<file path="src/rtl/ring_ro_seq.sv">
// ring_ro_seq: multi-channel readout sequencer for the digitizer ring buffers.
// A start pulse captures the read window and channel mask. The block then
// streams read addresses for each enabled channel in ascending channel order,
// using a valid/ready handshake toward the serializer.
//
// Ports
//   clk, rst            clock, synchronous active-high reset
//   start_i             readout request (sampled in IDLE only)
//   wr_addr_i           ring write pointer, sampled with start_i
//   offset_i            pretrigger depth; first address = wr_addr_i - offset_i
//   howmany_i           samples per channel (0 = nothing to read)
//   chan_mask_i         per-channel enable, sampled with start_i
//   rd_ready_i          downstream accepts current beat
//   rd_en_o             beat valid
//   rd_addr_o/rd_ch_o   beat address / channel (0 when idle)
//   last_o              final sample of the current channel
//   busy_o, done_o      sequencer busy, single-cycle completion pulse
//   abort_i, aborted_o  only with ROSEQ_ABORT_EN defined
//
// Build option: define ROSEQ_ABORT_EN to add abort_i / aborted_o.
//
// state | meaning
// IDLE  | waiting for start_i
// READ  | streaming beats for the current channel
// DONE  | one-cycle completion pulse, then back to IDLE
module ring_ro_seq #(
   parameter int AW  = 8,
   parameter int NCH = 4,
   parameter int CHW = 2
) (
   input  logic           clk,
   input  logic           rst,
   input  logic           start_i,
   input  logic [AW-1:0]  wr_addr_i,
   input  logic [AW-1:0]  offset_i,
   input  logic [AW-1:0]  howmany_i,
   input  logic [NCH-1:0] chan_mask_i,
   input  logic           rd_ready_i,
`ifdef ROSEQ_ABORT_EN
   input  logic           abort_i,
   output logic           aborted_o,
`endif
   output logic           rd_en_o,
   output logic [AW-1:0]  rd_addr_o,
   output logic [CHW-1:0] rd_ch_o,
   output logic           last_o,
   output logic           busy_o,
   output logic           done_o
);

   typedef enum logic [1:0] {IDLE, READ, DONE} state_t;

   state_t         r_state;
   logic [AW-1:0]  r_base;
   logic [AW-1:0]  r_cnt_init;
   logic [AW-1:0]  r_cnt;
   logic [NCH-1:0] r_mask;
   logic           r_rd_en;
   logic [AW-1:0]  r_rd_addr;
   logic [CHW-1:0] r_rd_ch;
   logic           r_last;
   logic           r_busy;
   logic           r_done;
   logic           r_aborted;

   logic [AW-1:0]  w_base;
   logic           w_xfer;
   logic           w_abort;
   logic           w_has_next;
   logic [CHW-1:0] w_next_ch;
   logic [CHW-1:0] w_first_ch;

   assign w_base = wr_addr_i - offset_i;
   assign w_xfer = r_rd_en & rd_ready_i;
`ifdef ROSEQ_ABORT_EN
   assign w_abort   = abort_i;
   assign aborted_o = r_aborted;
`else
   assign w_abort = 1'b0;
`endif

   // Descending scans so the final assignment is the lowest qualifying bit.
   always_comb begin
      w_has_next = 1'b0;
      w_next_ch  = '0;
      w_first_ch = '0;
      for (int i = NCH - 1; i >= 0; i--) begin
         if (r_mask[i] && (i > int'(r_rd_ch))) begin
            w_has_next = 1'b1;
            w_next_ch  = CHW'(i);
         end
         if (chan_mask_i[i])
            w_first_ch = CHW'(i);
      end
   end

   always_ff @(posedge clk) begin
      if (rst) begin
         r_state    <= IDLE;
         r_base     <= '0;
         r_cnt_init <= '0;
         r_cnt      <= '0;
         r_mask     <= '0;
         r_rd_en    <= 1'b0;
         r_rd_addr  <= '0;
         r_rd_ch    <= '0;
         r_last     <= 1'b0;
         r_busy     <= 1'b0;
         r_done     <= 1'b0;
         r_aborted  <= 1'b0;
      end else begin
         case (r_state)
            IDLE: begin
               if (start_i) begin
                  r_base     <= w_base;
                  r_cnt_init <= howmany_i;
                  r_mask     <= chan_mask_i;
                  r_busy     <= 1'b1;
                  if ((chan_mask_i == '0) || (howmany_i == '0)) begin
                     r_state <= DONE;
                     r_done  <= 1'b1;
                  end else begin
                     r_state   <= READ;
                     r_rd_en   <= 1'b1;
                     r_rd_addr <= w_base;
                     r_rd_ch   <= w_first_ch;
                     r_cnt     <= howmany_i;
                     r_last    <= (howmany_i == AW'(1));
                  end
               end
            end
            READ: begin
               if (w_abort || (w_xfer && (r_cnt == AW'(1)) && !w_has_next)) begin
                  r_state   <= DONE;
                  r_rd_en   <= 1'b0;
                  r_rd_addr <= '0;
                  r_rd_ch   <= '0;
                  r_last    <= 1'b0;
                  r_done    <= 1'b1;
                  r_aborted <= w_abort;
               end else if (w_xfer) begin
                  if (r_cnt != AW'(1)) begin
                     r_rd_addr <= r_rd_addr + AW'(1);
                     r_cnt     <= r_cnt - AW'(1);
                     r_last    <= (r_cnt == AW'(2));
                  end else begin
                     // Channel switch without a bubble cycle.
                     r_rd_ch   <= w_next_ch;
                     r_rd_addr <= r_base;
                     r_cnt     <= r_cnt_init;
                     r_last    <= (r_cnt_init == AW'(1));
                  end
               end
            end
            default: begin
               r_state   <= IDLE;
               r_busy    <= 1'b0;
               r_done    <= 1'b0;
               r_aborted <= 1'b0;
            end
         endcase
      end
   end

   assign rd_en_o   = r_rd_en;
   assign rd_addr_o = r_rd_addr;
   assign rd_ch_o   = r_rd_ch;
   assign last_o    = r_last;
   assign busy_o    = r_busy;
   assign done_o    = r_done;

endmodule

</file>
<file path="config.mk">
export PLATFORM = sky130hd
export DESIGN_NAME = ring_ro_seq
export DESIGN_NICKNAME = d
export VERILOG_FILES = /design/src/rtl/ring_ro_seq.sv
export SDC_FILE = /design/constraint.sdc
export NUM_CORES = 1
export LEC_CHECK = 0
export CORE_AREA = 3 3 88 90
export CTS_CLUSTER_SIZE = 14
export DETAILED_ROUTE_END_ITERATION = 7
export DIE_AREA = 0 0 91 93
export HOLD_SLACK_MARGIN = 0.06
export PLACE_DENSITY = 0.7
export SLEW_MARGIN = 20
export SYNTH_ARGS = -nofsm -noshare
export SYNTH_HDL_FRONTEND = slang
export SYNTH_SLANG_ARGS = --single-unit
</file>
<file path="constraint.sdc">
create_clock -name clk -period 2.2 [get_ports clk]
set_clock_uncertainty 0.1 [all_clocks]
set_input_delay 0.44 -clock clk [delete_from_list [all_inputs] [get_ports clk]]
set_output_delay 0.44 -clock clk [all_outputs]
set_load 0.005 [all_outputs]
</file>
==> key figures, run 1 <==
Outcome
  • Run status: complete, no violations

Layout
  • # nets final: 455
  • Register Area: 860.8 µm²
  • Share of layout cells above drive strength 1: 23.17%
  • Fillers: 699
  • ANT cells: 0
  • Area occupied by multi-input gates: 0.001858 mm²
  • Fin area: 0.003737 mm²
  • Final non-filler cell total: 509
  • Layout area overhead: 39.58%

Power and ir drop
  • Total chip power: 2.310 mW
  • Leak: 1.480 nW
  • Peak supply drop: 0.0002684 V
  • Pwr/cell area: 618.2 mW/mm²

Timing
  • Final setup fails: 0
  • Period utilization: 98.04%
  • Crit path time final: 2.157 ns
  • Max Freq: 463.6 MHz
  • Worst hold margin: 0.3623 ns
  • Slew @ Worst Pin: 0.5415 ns
  • Slew headroom: 63.90%
  • Slew Limit Fails: 0
  • Unrepaired setup endpoints after global routing: true
  • Final hold violations: 0
  • Final worst slack: 0.04303 ns

Clock tree
  • Clk Latency, worst-skew pair: 0.29 ns
  • # hold bufs at CTS: 0
  • Num CTS Buffers: 5
  • CTS root buffer: clkbuf_8
  • Clk slew on worst S/H paths: 0.08 ns
  • H-tree depth: 2
  • CTS tree: done
  • Clock Sinks: 43
  • CTS max path bufs: 2

Min path
  • Worst hold path type: reg2reg

Logic synthesis
  • Post-synthesis average cell area: 8.065 µm²
  • Largest cells by area after synthesis: dfxtp_1, a21oi_1, nor2_1, nand2_1, ha_1
  • Synth warn: 0
  • Synthesized area: 0.002678 mm²
  • Register area share after synthesis: 32.15%
  • Cells after Synth: 332
  • Share of the synthesized area in the top cell type: 32.15%
  • Top cells by instance count after synthesis: nor2_1, dfxtp_1, nand2_1
  • Net count after synthesis: 376
  • Most used DFF post-synth: dfxtp_1
  • Post-synth EDFFs: 0
  • Count leader, synth: nor2_1
  • Synth unique cells: 56
  • Synth Register Bits: 43
  • Async SR Flop Fraction: 0%
  • Cell taking the most area after synthesis: dfxtp_1

Floorplan
  • Chip height: 93 µm
  • Die area: 0.008463 mm²
  • Initial Utilization: 37.52%
  • # IOs: 46
  • Site row count: 31
  • Core area: 0.007137 mm²
  • Die Wd: 91 µm

Setup path
  • Crit path DAT: 2.23 ns
  • Critical Path Start Type: primary input
  • Max FO, Critical Path: 2
  • CP endpoint kind: flop
  • Critical Path RT: 2.27 ns
  • Kind of critical path: in2reg

Global route
  • GR Overflow Total: 0
  • Total Routing Usage GR: 17.46%
  • First-pass GRT wire length: 12.12 mm
  • Largest net degree at the start of global routing: 28
  • Antenna violations before repair: 0
  • Vias in the first global route: 2488

Run
  • Max Cap Viol: 0

Placement
  • Post-Place Setup Slack: -0.5459 ns
  • I/O Buffers: 45
  • Final HPWL DP: 5.146 mm
  • DP Area: 0.003492 mm²
  • Final estimated routing congestion in global placement: 0.8714
  • Placed cells: 498

Drt
  • Drc violations: 0
  • Drt first pass iters: 4
  • WL per Instance: 14.43 µm
  • Final wirelength: 7.344 mm
  • Final ANT Viol Nets: 0
  • Initial drt markers: 140
  • Via count: 2675
  • DR vias/cell: 5.255
[where the power goes]
part	total [mW]	leakage (nW)	internal, mW	switching (mW)
clock	0.466	0.0371	0.212	0.254
combinational	0.888	1.09	0.450	0.438
sequential	0.956	0.355	0.865	0.0912
total	2.31	1.48	1.53	0.783
[sequential cells by signal (all words and copies together), names as in the netlist]
register    flops
busy_o          1
r_mask          3
r_base          8
r_state         2
rd_addr_o       8
rd_ch_o         2
last_o          1
r_cnt_init      8
rd_en_o         1
r_cnt           8
done_o          1
[placed cells by master, fill, tap and decap left out, types with 5 or more instances in the layout]
cell and count:
a211oi_1 10, a211oi_2 10, a21oi_1 34, buf_4 42, clkbuf_8 5, clkdlybuf4s50_1 35, dfxtp_1 43, dlygate4sd2_1 7
ha_1 7, inv_1 9, mux2i_1 5, nand2_1 41, nand3_1 5, nor2_1 45, nor3_1 5, nor3_2 7
o21ai_0 9, xnor2_1 6, xor2_1 8
[cells by family (layout without fill, tap and decap cells)]
logic type | after synthesis | count (layout) | synth area share [%]
AO/OA/AOI/OAI | 95 | 96 | 25.65
XOR/XNOR | 16 | 16 | 5.234
adder cells (fa/ha/maj) | 12 | 12 | 5.888
buffers and inverters | 29 | 106 | 4.673
flip-flops | 43 | 43 | 32.15
multiplexers | 6 | 6 | 2.290
AND/OR/NAND/NOR | 131 | 131 | 24.11
[area by class of cell]
cell class	count	area share (%)
Sequential cell	43	23.03
Timing Repair Buffer	88	20.79
Multi-Input combinational cell	261	49.72
Inverter	12	1.205
Clock buffer	6	1.942
Tap cell	99	3.314
[worst paths after layout]
check                              endpoint  depth (start not counted)  slack [ns]                   start
hold / removal       r_base[5]$_SDFFE_PP0P_                          2        0.36  r_base[5]$_SDFFE_PP0P_
setup / recovery  rd_addr_o[4]$_SDFFE_PP0P_                         12        0.04            wr_addr_i[0]
hold reg to reg      r_base[5]$_SDFFE_PP0P_                          2        0.36  r_base[5]$_SDFFE_PP0P_
setup reg to reg  rd_addr_o[3]$_SDFFE_PP0P_                          7        0.23   r_cnt[3]$_SDFFE_PP0P_
[worst max-delay path, stage by stage]
cell           delay (ns)
dlygate4sd2_1        0.24
inv_2                0.06
ha_4                 0.15
inv_2                0.04
fa_2                 0.38
buf_4                0.16
a21oi_1              0.13
nand2b_1             0.14
a2bb2oi_2            0.06
buf_4                0.14
a211oi_2             0.20
nor3_2               0.07
[what timing repair did]
| item | 4_1_cts | 5_1_grt |
|---|---|---|
| gates cloned | 1 | 0 |
| buffers inserted | 2 | 2 |
| pin swaps | 17 | 11 |
| resized for setup | 20 | 13 |
| setup endpoints to repair | 21 | 19 |
[per-stage QoR]
step / setup TNS (ns) / util, %
finish: 0 / 52.37
global route: -0.1032 / 52.37
CTS: 0 / 51.14
detailed placement: -10.04 / 48.93
global placement: -9.320 / 48.93
floorplan: 0 / -
[layer usage]
metal  global-route usage, %  routed length, µm
met1                   23.51               3348
met2                   28.14               3349
met3                   3.701                542
met4                   5.151                104
met5                       0                  0
Power figures use the tool's default switching activity.
==> inputs of run 2 (changes only) <==
SKIP_CTS_REPAIR_TIMING = 1   (was not set)
==> run 2 against run 1 <==
Compared with the run above: routed wire length is 0.11% higher; clock-buffer cell count stayed put; register-to-register slack hardly changed; critical path type unchanged; highest routed layer unchanged.
==> key figures, run 2 (synthesized netlist as in run 1, its figures left out) <==
Setup path
  • CP max stage cell: clkdlybuf4s50_1
  • Critical Path RT: 2.33 ns (+0.06 ns)
  • Max FO, Critical Path: 6 (+4)
  • CP endpoint kind: flop
  • CP max stage delay: 0.43 ns (+0.05 ns)
  • Critical Path Start Type: primary input
  • Kind of critical path: in2reg
  • R2R Setup Slk: 0.22 ns (about the same)
  • Crit path DAT: 2.26 ns (+0.03 ns)
  • Worst path cell trace: clkdlybuf4s50_1 -> or3_4 -> o31ai_4 -> or2_4 -> and2_4 -> a211oi_2 -> nor3_2

Layout
  • Share of layout cells above drive strength 1: 23.96% (+0.79 points)
  • Commonest non-fill, non-tap cell in the layout: nor2_1
  • Fin area: 0.003765 mm² (+0.74%)
  • Final non-filler cell total: 508 (-0.20%)
  • Area occupied by multi-input gates: 0.001858 mm² (unchanged)
  • Fillers: 691 (-1.1%)
  • # nets final: 454 (-0.22%)
  • Layout area overhead: 40.61%
  • Most frequent cells in the layout: nor2_1, dfxtp_1, nand2_1, buf_4, a21oi_1
  • Layout Utilization: 52.75% (+0.39 points)
  • Register Area: 860.8 µm² (unchanged)
  • ANT cells: 0 (unchanged)

Placement
  • DP Area: 0.003492 mm² (unchanged)
  • Placed cells: 498 (unchanged)
  • I/O Buffers: 45 (unchanged)
  • Final estimated routing congestion in global placement: 0.8714 (unchanged)
  • Final HPWL DP: 5.146 mm (unchanged)
  • Post-Place Setup Slack: -0.5459 ns (unchanged)

Drt
  • Drc violations: 0 (unchanged)
  • WL per Instance: 14.47 µm (+0.31%)
  • Final ANT Viol Nets: 0 (unchanged)
  • Initial drt markers: 187 (+34%)
  • Via count: 2694 (+0.71%)
  • Final wirelength: 7.352 mm (+0.11%)
  • DR vias/cell: 5.303 (+0.91%)
  • Drt first pass iters: 5 (+1)

Floorplan
  • # IOs: 46 (unchanged)
  • Die area: 0.008463 mm² (unchanged)
  • Chip height: 93 µm (unchanged)
  • Die Wd: 91 µm (unchanged)
  • Initial Utilization: 37.52% (unchanged)
  • Site row count: 31 (unchanged)
  • Core area: 0.007137 mm² (unchanged)

Timing
  • Slew @ Worst Pin: 0.5599 ns (+0.01842 ns)
  • Period utilization: 96.82% (-1.2 points)
  • Worst hold margin: 0.3613 ns (-0.001058 ns)
  • Slew headroom: 62.67% (-1.2 points)
  • Final worst slack: 0.07000 ns (+0.02697 ns)
  • Unrepaired setup endpoints after global routing: true
  • Crit path time final: 2.130 ns (-0.02697 ns)
  • Final hold violations: 0 (unchanged)
  • Final setup fails: 0 (unchanged)
  • Slew Limit Fails: 0 (unchanged)
  • Max Freq: 469.5 MHz (+1.3%)

Global route
  • Vias in the first global route: 2433 (-2.2%)
  • First-pass GRT wire length: 11.62 mm (-4.2%)
  • Largest net degree at the start of global routing: 28 (unchanged)
  • Total Routing Usage GR: 16.67% (-0.79 points)
  • GR Overflow Total: 0 (unchanged)
  • Antenna violations before repair: 0 (unchanged)

Clock tree
  • Num CTS Buffers: 5 (unchanged)
  • Clk Latency, worst-skew pair: 0.30 ns (about the same)
  • CTS root buffer: clkbuf_8
  • CTS tree: done
  • Clock Sinks: 43 (unchanged)
  • H-tree depth: 2 (unchanged)
  • CTS max path bufs: 2 (unchanged)
  • Clk slew on worst S/H paths: 0.08 ns (about the same)

Min path
  • Worst hold path type: reg2reg

Power and ir drop
  • Peak supply drop: 0.0002696 V (+0.47%)
  • Pwr/cell area: 614.6 mW/mm² (-0.57%)
  • Leak: 1.540 nW (+4.1%)

Run
  • Max Cap Viol: 0 (unchanged)

Outcome
  • Run status: complete, no violations
## run 2: changes by cell type in the layout (fill, tap and decap cells not counted), moves of 2 or more
cell	delta
buf_4	-2
clkdlybuf4s50_1	-2
dlygate4sd2_1	-7
dlymetal6s2s_1	+9
inv_1	-2
inv_2	+2
o21ai_1	-2
## run 2: final timing paths
kind,from,endpoint,depth (start not counted)
setup / recovery,howmany_i[7],rd_addr_o[3]$_SDFFE_PP0P_,7
hold / removal,r_base[5]$_SDFFE_PP0P_,r_base[5]$_SDFFE_PP0P_,2
setup reg to reg,r_cnt[3]$_SDFFE_PP0P_,rd_addr_o[3]$_SDFFE_PP0P_,7
hold reg to reg,r_base[5]$_SDFFE_PP0P_,r_base[5]$_SDFFE_PP0P_,2
## run 2: report_power, final
part           internal, mW  switching (mW)
Clock                 0.212           0.258
Sequential            0.865          0.0919
Combinational         0.448           0.439
## run 2: worst max-delay path, delay by kind of cell
family	cells	cell delay, ns
compound gates	2	0.34
simple gates	4	1.05
buf+inv	1	0.43
## run 2: per-stage QoR
| step | setup TNS, ns | power (mW) |
|---|---|---|
| after global placement | -9.320 | 1.767 |
| after global routing | -0.01887 | 2.453 |
| after floorplan | 0 | 1.457 |
| after CTS | -2.105 | 2.249 |
| final | 0 | 2.314 |
| after detailed placement | -10.04 | 1.784 |
## run 2: final cells by class
| type | count | share of cell area (%) |
|---|---|---|
| Clock buffer | 6 | 1.928 |
| Inverter | 12 | 1.196 |
| Multi-Input combinational cell | 261 | 49.35 |
| Sequential cell | 43 | 22.86 |
| Tap cell | 99 | 3.290 |
| Timing Repair Buffer | 87 | 21.37 |
## run 2: layer usage
| metal | vias to the layer above | track usage, % | wire length, µm |
|---|---|---|---|
| met4 | 0 | 5.025 | 99 |
| li1 | 1334 | - | - |
| met3 | 7 | 3.701 | 402 |
| met5 | - | 0 | 0 |
| met2 | 79 | 26.73 | 3332 |
| met1 | 1274 | 22.42 | 3517 |
